`config.mk`:
```
export PLATFORM = sky130hd
export DESIGN_NAME = morse_key_encoder
export DESIGN_NICKNAME = d
export VERILOG_FILES = /design/src/rtl/morse_key_encoder.sv
export SDC_FILE = /design/constraint.sdc
export NUM_CORES = 1
export LEC_CHECK = 0
export CORE_UTILIZATION = 30
export DETAILED_ROUTE_END_ITERATION = 10
export PLACE_DENSITY = 0.46
export REMOVE_ABC_BUFFERS = 1
export SLEW_MARGIN = 25
export SYNTH_ARGS = -nofsm -noshare
export SYNTH_HDL_FRONTEND = slang
export SYNTH_SLANG_ARGS = --single-unit
```
`constraint.sdc`:
```
create_clock -name clk -period 2.69 [get_ports clk]
set_clock_uncertainty 0.1 [all_clocks]
set_input_delay 0.4035 -clock clk [delete_from_list [all_inputs] [get_ports clk]]
set_output_delay 0.4035 -clock clk [all_outputs]
set_load 0.005 [all_outputs]
```
`src/rtl/morse_key_encoder.sv`:
```
// morse_key_encoder: turns a raw Morse key into up to five dot/dash symbol
// slots per letter, with a one-cycle letter_done pulse once the key has been
// released long enough to end the letter.
// Optional build macro KEY_DEBOUNCE_EN adds a stability filter after the
// synchronizer; without it the synchronizer output is used directly.
module morse_key_encoder #(
  parameter int DOT_MAX_CYCLES  = 20000000,
  parameter int GAP_CYCLES      = 60000000,
  parameter int DEBOUNCE_CYCLES = 1000000,
  parameter int CNT_W           = 27
) (
  input  logic       clk,
  input  logic       reset,
  input  logic       key,
  output logic [1:0] morse_one,
  output logic [1:0] morse_two,
  output logic [1:0] morse_three,
  output logic [1:0] morse_four,
  output logic [1:0] morse_five,
  output logic       letter_done,
  output logic [2:0] symbol_count,
  output logic       overflow
);

  typedef enum logic [1:0] {IDLE, PRESS, GAP} state_t;

  localparam logic [CNT_W-1:0] CNT_MAX  = {CNT_W{1'b1}};
  localparam logic [CNT_W-1:0] DOT_C    = CNT_W'(DOT_MAX_CYCLES);
  localparam logic [CNT_W-1:0] GAP_C    = CNT_W'(GAP_CYCLES);
  localparam logic [CNT_W-1:0] GAP_LAST = CNT_W'(GAP_CYCLES - 1);

  logic [1:0] sync_q, sync_d;
  logic       key_s;

  assign sync_d = {sync_q[0], key};

  // two-flop synchronizer for the asynchronous key
  always_ff @(posedge clk) begin
    if (reset) sync_q <= '0;
    else       sync_q <= sync_d;
  end

`ifdef KEY_DEBOUNCE_EN
  localparam logic [CNT_W-1:0] DB_LAST = CNT_W'(DEBOUNCE_CYCLES - 1);

  logic             key_f_q, key_f_d;
  logic [CNT_W-1:0] db_cnt_q, db_cnt_d;

  // filtered key flips only after DEBOUNCE_CYCLES consecutive disagreeing samples
  always_comb begin
    key_f_d  = key_f_q;
    db_cnt_d = '0;
    if (sync_q[1] != key_f_q) begin
      if (db_cnt_q >= DB_LAST) key_f_d  = sync_q[1];
      else                     db_cnt_d = db_cnt_q + 1'b1;
    end
  end

  // debounce state registers
  always_ff @(posedge clk) begin
    if (reset) begin
      key_f_q  <= 1'b0;
      db_cnt_q <= '0;
    end else begin
      key_f_q  <= key_f_d;
      db_cnt_q <= db_cnt_d;
    end
  end

  assign key_s = key_f_q;
`else
  assign key_s = sync_q[1];
`endif

  state_t           state_q, state_d;
  logic [CNT_W-1:0] press_q, press_d;
  logic [CNT_W-1:0] rel_q, rel_d;
  logic [4:0][1:0]  slot_q, slot_d;
  logic [2:0]       count_q, count_d;
  logic             ovf_q, ovf_d;
  logic             done_q, done_d;
  logic [1:0]       sym;

  // next-state logic: press timing, symbol capture, letter gap detection
  always_comb begin
    state_d = state_q;
    press_d = press_q;
    rel_d   = rel_q;
    slot_d  = slot_q;
    count_d = count_q;
    ovf_d   = ovf_q;
    done_d  = 1'b0;
    // press_q is one less than the press length, so L <= DOT_MAX is press_q < DOT_MAX
    sym     = (press_q < DOT_C) ? 2'b01 : 2'b10;
    case (state_q)
      IDLE: begin
        // previous letter stays visible here until a new press starts
        if (key_s) begin
          slot_d  = '0;
          count_d = '0;
          ovf_d   = 1'b0;
          press_d = '0;
          state_d = PRESS;
        end
      end
      PRESS: begin
        if (key_s) begin
          if (press_q != CNT_MAX) press_d = press_q + 1'b1;
        end else begin
          if (count_q == 3'd5) begin
            // sixth symbol: the letter is unusable, blank it and flag it
            slot_d = '0;
            ovf_d  = 1'b1;
          end else begin
            slot_d[count_q] = sym;
            count_d         = count_q + 3'd1;
          end
          rel_d   = '0;
          state_d = GAP;
        end
      end
      GAP: begin
        if (rel_q >= GAP_C) begin
          // done pulse is high this cycle; hand over to IDLE
          state_d = IDLE;
        end else if (key_s) begin
          press_d = '0;
          state_d = PRESS;
        end else begin
          if (rel_q != CNT_MAX) rel_d = rel_q + 1'b1;
          // registered pulse lines up with the counter reaching GAP_CYCLES
          if (rel_q == GAP_LAST) done_d = 1'b1;
        end
      end
      default: state_d = IDLE;
    endcase
  end

  // state and registered outputs
  always_ff @(posedge clk) begin
    if (reset) begin
      state_q <= IDLE;
      press_q <= '0;
      rel_q   <= '0;
      slot_q  <= '0;
      count_q <= '0;
      ovf_q   <= 1'b0;
      done_q  <= 1'b0;
    end else begin
      state_q <= state_d;
      press_q <= press_d;
      rel_q   <= rel_d;
      slot_q  <= slot_d;
      count_q <= count_d;
      ovf_q   <= ovf_d;
      done_q  <= done_d;
    end
  end

  assign morse_one    = slot_q[0];
  assign morse_two    = slot_q[1];
  assign morse_three  = slot_q[2];
  assign morse_four   = slot_q[3];
  assign morse_five   = slot_q[4];
  assign letter_done  = done_q;
  assign symbol_count = count_q;
  assign overflow     = ovf_q;

endmodule

```
==> impl_metrics.toml <==
[outcome]
outcome = "finished, final reports clean"

[grt]
track_usage_pct = 14.7
antenna_found_initial = 0
grt_max_degree = 26
grt_pass1_vias = 2975
grt_pass1_wl_mm = 14.7
overflow = 0

[worst_hold_path]
hp-start = "sync_q[0]$_SDFF_PP0_"
hold_class = "reg -> reg"
holdPathEnd = "sync_q[1]$_SDFF_PP0_"
whs_path_depth = 1

[yosys]
synth_top_area_cell = "dfxtp_1"
yosys.cell_types.count = 46
ys_async_sr_fraction_pct = 0
ys_warn_count = 0
yosys-top-cells-area = "dfxtp_1 (40%), a21oi_1 (5.8%), nor2_1 (5.4%), or3_1 (4.7%), xnor2_1 (4.1%)"
netlist_instances = 456
synth_top_area_share_pct = 40.3
yosysMostFrequentCell = "dfxtp_1"
synthFlopType = "dfxtp_1"
avgSynthCellArea_um2 = 7.94
synth_edf_count = 0
syn_area_mm2 = 0.00362
synthTopCellsByCount = "dfxtp_1 (73), nor2_1 (52), a21oi_1 (42)"
yosysSeqAreaShare_pct = 40.3
ys_ff_latch = 73

[worst_setup_path]
cp_top_family = "simple AND/OR/NAND/NOR gates"
rrSetupSlack_ns = 0.21
start_kind = "flop"
cp.required_ns = 2.80
worstPathCellList = "nand4_1 > nor4_1 > nand4_1 > a2111oi_0 > buf_4 > xnor2_1 > nor2_1"
cp_data_arrival_time_ns = 2.59
worstRegToRegCells = 7
critical_path.slowest_cell = "a2111oi_0"
slowest_delay_ns = 0.51
r2r-end = "rel_q[24]$_SDFFE_PP0P_"
critical_path_class = "reg -> reg"
cp-end-kind = "flop"
crit_path_max_fanout = 6
r2r-start = "rel_q[11]$_SDFFE_PP0P_"
path_buf_inv = 1
crit_top_cell = "nand4_1"

[floorplan]
io_pins = 18
die-width_um = 112
start_util_pct = 31.2
fp.coreArea_mm2 = 0.0116
die_h_um = 112
dieArea_mm2 = 0.0125
fp-row-count = 39

[timing]
fin_crit_ns = 2.48
drv_slew = 0
fin_ws_ns = 0.212
finalSetupTns_ns = 0
finalSetupViolations = 0
fmax_mhz = 404
timing.final.crit_share_pct = 92.1
rsz0062_at_grt = "no"
hold_violations = 0
worst_pin_slew_ns = 0.626
maxSlewHeadroom_pct = 57.7

[layout]
antenna_cells = 0
num-nets-final = 486
fillCellCount = 1205
syn_to_final_growth_pct = 17.8
drive_above_1_share_pct = 7.47

[clock_tree]
cts_num_sinks = 73
root_buffer = "clkbuf_16"
cts_hold_buf = 0
htreeDepth = 3
clock_latency_ns = 0.34
cts_tree = "yes"
path_clk_slew_ns = 0.06
numCtsBuffers = 9
clockBufferDepth = 2
cts_setup_buffers = 0
ctsResizeCount = 0

[detailed_routing]
viasPerCell = 5.15
drtIter0Drc = 168
num_vias = 3216
wirelength_met1_mm = 4.52
ant_nets = 0
top_layer = "met4"
wl_mm = 8.52
dr_wl_met2_mm = 3.62
wl_per_cell_um = 13.6
drc = 0
met3_length_um = 220
dr.pass1.iters = 4

[run]
max_cap_violations = 0

[place]
io_buffers = 17
place.gp.congestion = 0.740
dp.final_hpwl_mm = 5.95
preCtsSetupSlack_ns = 0.228

[power]
finalPower_w = 0.00233
irDropWorstVdd_mv = 0.220
powerDensity_mw_per_mm2 = 547
power_leakage_nw = 1.36
## metrics by stage
| stage | cells | cell area, um^2 | utilization [%] | hold slack [ns] |
|---|---|---|---|---|
| 6_report | 625 | 4270 | 36.7 | 0.340 |
| 5_1_grt | 625 | 4270 | 36.7 | 0.354 |
| 4_1_cts | 625 | 4270 | 36.7 | 0.339 |
| 3_5_place_dp | 610 | 3990 | 34.3 | 0.324 |
| 3_3_place_gp | 610 | 3990 | 34.3 | 0.326 |
| 2_1_floorplan | 435 | 3520 | - | 0.314 |
## routing by layer
metal  vias to the layer above  track usage, %
met3                        13            3.10
met4                         0            7.30
li1                       1678               -
met5                         -               0
met1                      1488            20.3
met2                        37            21.7
## worst max-delay path by stage
stage / startpoint / end / cells after the start
global placement: rel_q[11]$_SDFFE_PP0P_ / rel_q[24]$_SDFFE_PP0P_ / 7
floorplan: rel_q[19]$_SDFFE_PP0P_ / rel_q[11]$_SDFFE_PP0P_ / 6
CTS: rel_q[11]$_SDFFE_PP0P_ / rel_q[24]$_SDFFE_PP0P_ / 7
global route: rel_q[11]$_SDFFE_PP0P_ / rel_q[24]$_SDFFE_PP0P_ / 7
detailed placement: rel_q[11]$_SDFFE_PP0P_ / rel_q[24]$_SDFFE_PP0P_ / 7
finish: rel_q[11]$_SDFFE_PP0P_ / rel_q[24]$_SDFFE_PP0P_ / 7
## cell type report
| cell class | count | area, um^2 | area share (%) |
|---|---|---|---|
| clock inverters | 3 | 15.0 | 0.352 |
| inverters | 21 | 78.8 | 1.85 |
| multi-input cells | 341 | 1980 | 46.5 |
| repair buffers | 32 | 283 | 6.63 |
| clock buffers | 12 | 267 | 6.25 |
| flip-flops and latches | 73 | 1460 | 34.3 |
| well taps | 143 | 179 | 4.19 |
## where the power goes
group	switching [W]	internal, W	leakage [nW]	total [W]
sequential	0.00000617	0.00109	0.589	0.00109
combinational	0.0000695	0.0000343	0.622	0.000104
clock	0.000447	0.000689	0.144	0.00114
total	0.000523	0.00181	1.36	0.00233
## registers in the layout, indices dropped and copies added (netlist names)
register and cells:
morse_five 2, morse_four 2, rel_q 27, morse_one 2, state_q 2, morse_three 2
overflow 1, letter_done 1, symbol_count 3, sync_q 2, press_q 27, morse_two 2
## cells by family after synthesis
logic type / Yosys count / synth area share, %
XOR/XNOR: 21 / 5.08
adder cells (fa/ha/maj): 5 / 1.73
AO/OA/AOI/OAI: 104 / 17.5
AND/OR/NAND/NOR: 211 / 30.5
flip-flops: 73 / 40.3
buffers and inverters: 42 / 4.90
## placed cells by master, fill, tap and decap left out, types with 7 or more instances in the layout
cell type and instances:
a21oi_1 42, buf_4 15, clkbuf_16 9, clkdlybuf4s50_1 17, dfxtp_1 73, inv_1 21
nand2_1 38, nand3_1 20, nand4_1 16, nor2_1 52, nor2b_1 7, nor3_1 16
o211ai_1 10, o21ai_0 23, or3_1 27, xnor2_1 17
Note: power is estimated with default switching activity, not from simulation.
